<file path="src/rtl/reg_watch_monitor.sv">
// reg_watch_monitor: snoops the register-file write port, shadows a window
// of NUM_CH registers, counts run cycles and detects done/pass or timeout.
//
// Ports:
//   clk, rst             clock, asynchronous active-high reset
//   wr_en/addr/data      snooped register-file write port
//   run_en               arm (IDLE->RUN) and count enable while running
//   clear                synchronous clear of all state
//   watch_data           shadow values, channel i at [i*DATA_W +: DATA_W]
//   watch_upd            one-cycle pulse per channel on shadow update
//   cycle_cnt            run cycle count (saturating, frozen at end)
//   state                0=IDLE 1=RUN 2=DONE 3=TMO
//   done, pass, timeout  sticky status flags
//
// Optional: define REG_WATCH_DISPLAY_EN for simulation-only $display
// tracing of shadow updates and test completion.

module reg_watch_monitor #(
    parameter int DATA_W     = 32,
    parameter int ADDR_W     = 5,
    parameter int NUM_CH     = 3,
    parameter int WATCH_BASE = 27,
    parameter int DONE_REG   = 26,
    parameter int PASS_REG   = 27,
    parameter int TIMEOUT    = 100000,
    parameter int CNT_W      = 32
) (
    input  logic                     clk,
    input  logic                     rst,
    input  logic                     wr_en,
    input  logic [ADDR_W-1:0]        wr_addr,
    input  logic [DATA_W-1:0]        wr_data,
    input  logic                     run_en,
    input  logic                     clear,
    output logic [NUM_CH*DATA_W-1:0] watch_data,
    output logic [NUM_CH-1:0]        watch_upd,
    output logic [CNT_W-1:0]         cycle_cnt,
    output logic [1:0]               state,
    output logic                     done,
    output logic                     pass,
    output logic                     timeout
);

    generate
        if (WATCH_BASE + NUM_CH > 2 ** ADDR_W) begin : g_bad_window
            $fatal(1, "reg_watch_monitor: watch window exceeds address space");
        end
        if (TIMEOUT < 2) begin : g_bad_timeout
            $fatal(1, "reg_watch_monitor: TIMEOUT must be at least 2");
        end
    endgenerate

    typedef enum logic [1:0] {
        IDLE = 2'd0,
        RUN  = 2'd1,
        DONE = 2'd2,
        TMO  = 2'd3
    } state_t;

    localparam logic [ADDR_W-1:0] DONE_ADDR = ADDR_W'(DONE_REG);
    localparam logic [ADDR_W-1:0] PASS_ADDR = ADDR_W'(PASS_REG);
    localparam logic [CNT_W-1:0]  TMO_LAST  = CNT_W'(TIMEOUT - 1);
    localparam logic [DATA_W-1:0] ONE       = DATA_W'(1);

    state_t                   state_q, state_d;
    logic [NUM_CH*DATA_W-1:0] sh_q, sh_d;
    logic [NUM_CH-1:0]        upd_q, upd_d;
    logic [CNT_W-1:0]         cnt_q, cnt_d;
    logic                     done_q, done_d;
    logic                     pass_q, pass_d;
    logic                     tmo_q, tmo_d;
    logic                     psh_q, psh_d;

    logic              wr_ok;
    logic [NUM_CH-1:0] hit;
    logic              done_hit;
    logic              inc;

    // x0 is hardwired zero in the core, so its writes never count
    assign wr_ok    = wr_en && (wr_addr != '0);
    assign done_hit = wr_ok && (wr_addr == DONE_ADDR) && (wr_data == ONE);
    assign inc      = run_en && (cnt_q != '1);

    always_comb begin
        hit = '0;
        for (int i = 0; i < NUM_CH; i++) begin
            hit[i] = wr_ok && (wr_addr == ADDR_W'(WATCH_BASE + i));
        end
    end

    always_comb begin
        state_d = state_q;
        sh_d    = sh_q;
        upd_d   = '0;
        cnt_d   = cnt_q;
        done_d  = done_q;
        pass_d  = pass_q;
        tmo_d   = tmo_q;
        psh_d   = psh_q;

        for (int i = 0; i < NUM_CH; i++) begin
            if (hit[i]) begin
                sh_d[i*DATA_W +: DATA_W] = wr_data;
                upd_d[i]                 = 1'b1;
            end
        end

        // only "value == 1" matters at done time, so one bit suffices
        if (wr_ok && (wr_addr == PASS_ADDR)) begin
            psh_d = (wr_data == ONE);
        end

        unique case (state_q)
            IDLE: begin
                if (run_en) begin
                    state_d = RUN;
                end
            end
            RUN: begin
                if (inc) begin
                    cnt_d = cnt_q + 1'b1;
                end
                // done is checked first so it wins a same-cycle timeout
                if (done_hit) begin
                    state_d = DONE;
                    done_d  = 1'b1;
                    pass_d  = psh_q;
                end else if (inc && (cnt_q == TMO_LAST)) begin
                    state_d = TMO;
                    tmo_d   = 1'b1;
                end
            end
            DONE: begin
            end
            TMO: begin
            end
            default: begin
                state_d = IDLE;
            end
        endcase

        if (clear) begin
            state_d = IDLE;
            sh_d    = '0;
            upd_d   = '0;
            cnt_d   = '0;
            done_d  = 1'b0;
            pass_d  = 1'b0;
            tmo_d   = 1'b0;
            psh_d   = 1'b0;
        end
    end

    always_ff @(posedge clk or posedge rst) begin
        if (rst) begin
            state_q <= IDLE;
            sh_q    <= '0;
            upd_q   <= '0;
            cnt_q   <= '0;
            done_q  <= 1'b0;
            pass_q  <= 1'b0;
            tmo_q   <= 1'b0;
            psh_q   <= 1'b0;
        end else begin
            state_q <= state_d;
            sh_q    <= sh_d;
            upd_q   <= upd_d;
            cnt_q   <= cnt_d;
            done_q  <= done_d;
            pass_q  <= pass_d;
            tmo_q   <= tmo_d;
            psh_q   <= psh_d;
        end
    end

    assign watch_data = sh_q;
    assign watch_upd  = upd_q;
    assign cycle_cnt  = cnt_q;
    assign state      = state_q;
    assign done       = done_q;
    assign pass       = pass_q;
    assign timeout    = tmo_q;

`ifdef REG_WATCH_DISPLAY_EN
    logic done_seen, tmo_seen;

    always_ff @(posedge clk or posedge rst) begin
        if (rst) begin
            done_seen <= 1'b0;
            tmo_seen  <= 1'b0;
        end else begin
            done_seen <= done_q;
            tmo_seen  <= tmo_q;
        end
    end

    always @(posedge clk) begin
        if (!rst) begin
            for (int i = 0; i < NUM_CH; i++) begin
                if (upd_q[i]) begin
                    $display("reg_watch: x%0d = %0d at cycle %0d",
                             WATCH_BASE + i,
                             sh_q[i*DATA_W +: DATA_W], cnt_q);
                end
            end
            if (done_q && !done_seen) begin
                $display("reg_watch: test %s at cycle %0d",
                         pass_q ? "PASS" : "FAIL", cnt_q);
            end
            if (tmo_q && !tmo_seen) begin
                $display("reg_watch: timeout at cycle %0d", cnt_q);
            end
        end
    end
`endif

endmodule

</file>
<file path="config.mk">
export PLATFORM = sky130hd
export DESIGN_NAME = reg_watch_monitor
export DESIGN_NICKNAME = d
export VERILOG_FILES = /design/src/rtl/reg_watch_monitor.sv
export SDC_FILE = /design/constraint.sdc
export NUM_CORES = 1
export LEC_CHECK = 0
export BUFFER_PORTS_ARGS = -buffer_cell sky130_fd_sc_hd__buf_2
export CELL_PAD_IN_SITES_DETAIL_PLACEMENT = 1
export CELL_PAD_IN_SITES_GLOBAL_PLACEMENT = 1
export CORE_MARGIN = 2
export CORE_UTILIZATION = 28
export CTS_CLUSTER_DIAMETER = 40
export DETAILED_ROUTE_END_ITERATION = 10
export PLACE_DENSITY = 0.64
export SETUP_SLACK_MARGIN = 0.02
export SYNTH_ARGS = -nofsm -noshare
export SYNTH_HDL_FRONTEND = slang
export SYNTH_SLANG_ARGS = --single-unit
</file>
<file path="constraint.sdc">
create_clock -name clk -period 10.6 [get_ports clk]
set_input_delay 2.12 -clock clk [delete_from_list [all_inputs] [get_ports clk]]
set_output_delay 2.12 -clock clk [all_outputs]
set_load 0.005 [all_outputs]
</file>
==> results.toml <==
[outcome]
status = "complete, no violations"

[finish]
multiInputGateArea_mm2 = 0.002171
area_delta_synth_final_pct = 30.43
drive_gt1_share_pct = 31.99
finalNetCount = 752
diodes = 0
ff_latch_area_mm2 = 0.003428
nFillCells = 2323
final_util_pct = 37.11

[grt]
grt_pass1_vias = 5442
antenna_found_initial = 1
overflow = 0
grt_max_degree = 77
grt_pass1_wl_um = 30800
grt_usage_pct = 18.01

[detailed_routing]
via_per_inst = 5.100
dr.pass1.iters = 4
wire_per_inst_um = 19.28
drcViolationCount = 0
ant_nets = 0
vias = 5059
drt_iter0_drc = 218
routed_wl_um = 19130

[pwr]
peakVddDrop_v = 0.00009998
power_leakage_nw = 3.691
power_w = 0.001178
powerDensity_mw_per_mm2 = 156.8

[floorplan]
coreArea_mm2 = 0.02023
start_util_pct = 28.45
fp.dieH_um = 147.4
die_w_um = 147.4
rows = 52
fp.dieArea_mm2 = 0.02172
ios = 178

[sta]
setup_viol = 0
finalHoldViolCount = 0
fin_crit_sh_pct = 36.81
rsz0062_at_grt = "false"
slew_headroom_pct = 34.06
timing.fmax_ghz = 0.2563
tns_ns = 0
skew_ns = 0.006201
post-route-min-period_ns = 3.902
worstMarginPinSlew_ns = 0.9891
maxSlewViolCount = 0

[logic_synthesis]
synth_area_per_cell_um2 = 10.72
ys.warnings.count = 0
syn_area_mm2 = 0.005757
ys_ff_latch = 137
synthArstFlopShare_pct = 100.0
synth_cell_types = 44
syn_inst = 537
synth.yosys.seq_area_share_pct = 59.55
ys.flop_type = "dfrtp_1"
synth_edf_count = 0
syn_nets = 580

[critical_path]
crit_arrival_ns = 4.24
endpoint_kind = "flop"
start_kind = "input port"
critPathKind = "input port to flop"
critical_path.max_fanout = 53
worstPathRequired_ns = 10.94

[cts]
clk_pin_slew_ns = 0.07
ctsLongestPathBuffers = 2
cts_hold_buf = 0
root_buffer = "clkbuf_16"
cts_tree = "done"
clk-insertion-delay-late_ns = 0.42
cts_resized = 0
htreeDepth = 4
cts_made_buffers = 17
clkSinkCount = 137
post-cts-setup-buffers = 0

[place]
gp_congestion = 0.7791
portBuffers = 177
dp_hpwl_um = 13380

[hold_path]
hp-class = "flop to flop"

[flow_run]
max-cap-violations = 0
==> logic make-up (layout without fill, tap and decap cells) <==
family | Yosys count | in the layout | synth area share (%)
adders and majority gates | 1 | 1 | 0.2173
buffers and inverters | 40 | 225 | 3.021
muxes | 1 | 1 | 0.1739
xor gates and xnor gates | 5 | 5 | 0.7608
and+or+nand+nor | 190 | 190 | 16.82
DFF | 137 | 137 | 59.55
AOI/OAI and AO/OA | 163 | 163 | 19.45
==> power by group <==
group / leakage [nW] / total [W] / switching, W / internal [W]
logic: 1.49 / 0.0000520 / 0.0000385 / 0.0000134
clock network: 0.289 / 0.000597 / 0.000246 / 0.000351
registers: 1.91 / 0.000529 / 0.00000245 / 0.000526
==> final timing paths <==
path	from	to	slack (ns)	depth (start not counted)
hold / removal	watch_data[52]$_DFFE_PP0P_	watch_data[52]$_DFFE_PP0P_	0.50	1
min in group asynchronous	rst	watch_data[32]$_DFFE_PP0P_	1.77	2
setup / recovery	clear	cycle_cnt[31]$_DFFE_PP0P_	6.70	6
hold reg to reg	watch_data[52]$_DFFE_PP0P_	watch_data[52]$_DFFE_PP0P_	0.50	1
max in group asynchronous	rst	watch_data[63]$_DFFE_PP0P_	7.41	3
setup reg to reg	cycle_cnt[11]$_DFFE_PP0P_	cycle_cnt[16]$_DFFE_PP0P_	8.01	5
==> Yosys cell counts (4+ instances only) <==
cell,count,area share (%)
and4_1,4,0.61
o21ai_1,7,0.61
nor4_1,13,1.4
nor2_1,17,1.1
a21oi_1,65,5.7
a22o_1,64,9.7
nor3_1,6,0.52
inv_1,8,0.52
nand3_1,15,1.3
clkbuf_1,23,1.5
dfrtp_1,137,60
o21ai_0,16,1.4
nand4_1,9,0.98
nand2_1,80,5.2
buf_2,4,0.35
or4_1,4,0.52
or3_1,24,2.6
o31ai_1,4,0.52
==> cell type report <==
class | count | area share [%]
repair buffers | 185 | 12.60
well taps | 270 | 4.499
flip-flops and latches | 137 | 45.66
clock buffers | 17 | 5.666
multi-input cells | 360 | 28.91
clock inverters | 15 | 2.200
inverters | 8 | 0.4666
==> state kept, by name, summed over array words and instances (netlist names) <==
register	flops
watch_data	96
cycle_cnt	32
watch_upd	3
state	2
done	1
pass	1
psh_q	1
timeout	1
==> worst max-delay path, cell delays in order <==
cell and delay, ns:
buf_2 0.39, buf_4 0.59, o2111a_1 0.30, o2111ai_2 0.24, or3_1 0.43, a21oi_1 0.15
==> through the flow <==
| step | cell area (um2) | hold slack (ns) | setup WS (ns) | cells |
|---|---|---|---|---|
| after global routing | 7508 | 0.5176 | 6.506 | 992 |
| after global placement | 6918 | 0.4785 | 6.322 | 960 |
| after detailed placement | 6918 | 0.4854 | 6.250 | 960 |
| final | 7508 | 0.5036 | 6.698 | 992 |
| after CTS | 7508 | 0.5062 | 6.685 | 992 |
| after floorplan | 5757 | 0.4859 | 4.812 | 537 |
==> cell usage in the layout (no fill, tap or decap), types with 4 or more instances in the layout <==
master,instances
inv_6,6
nand4_1,9
o21ai_1,7
a21oi_1,64
o31ai_1,4
buf_2,177
a22o_1,64
nor4_1,13
inv_1,7
clkbuf_16,17
or3_1,24
nand3_1,15
nand2_1,80
or4_1,4
dfrtp_1,137
nor2_1,16
o21ai_0,16
clkinv_4,5
nor3_1,5
and4_1,4
buf_4,8
==> layer usage <==
layer	track usage (%)	share of wire, %	wire length (um)
met4	6.346	2.0	388
met5	0	0.068	13
met1	23.81	44	8503
met2	28.53	47	9038
met3	5.031	6.2	1184
No activity file was read; power rests on OpenSTA's default activity.
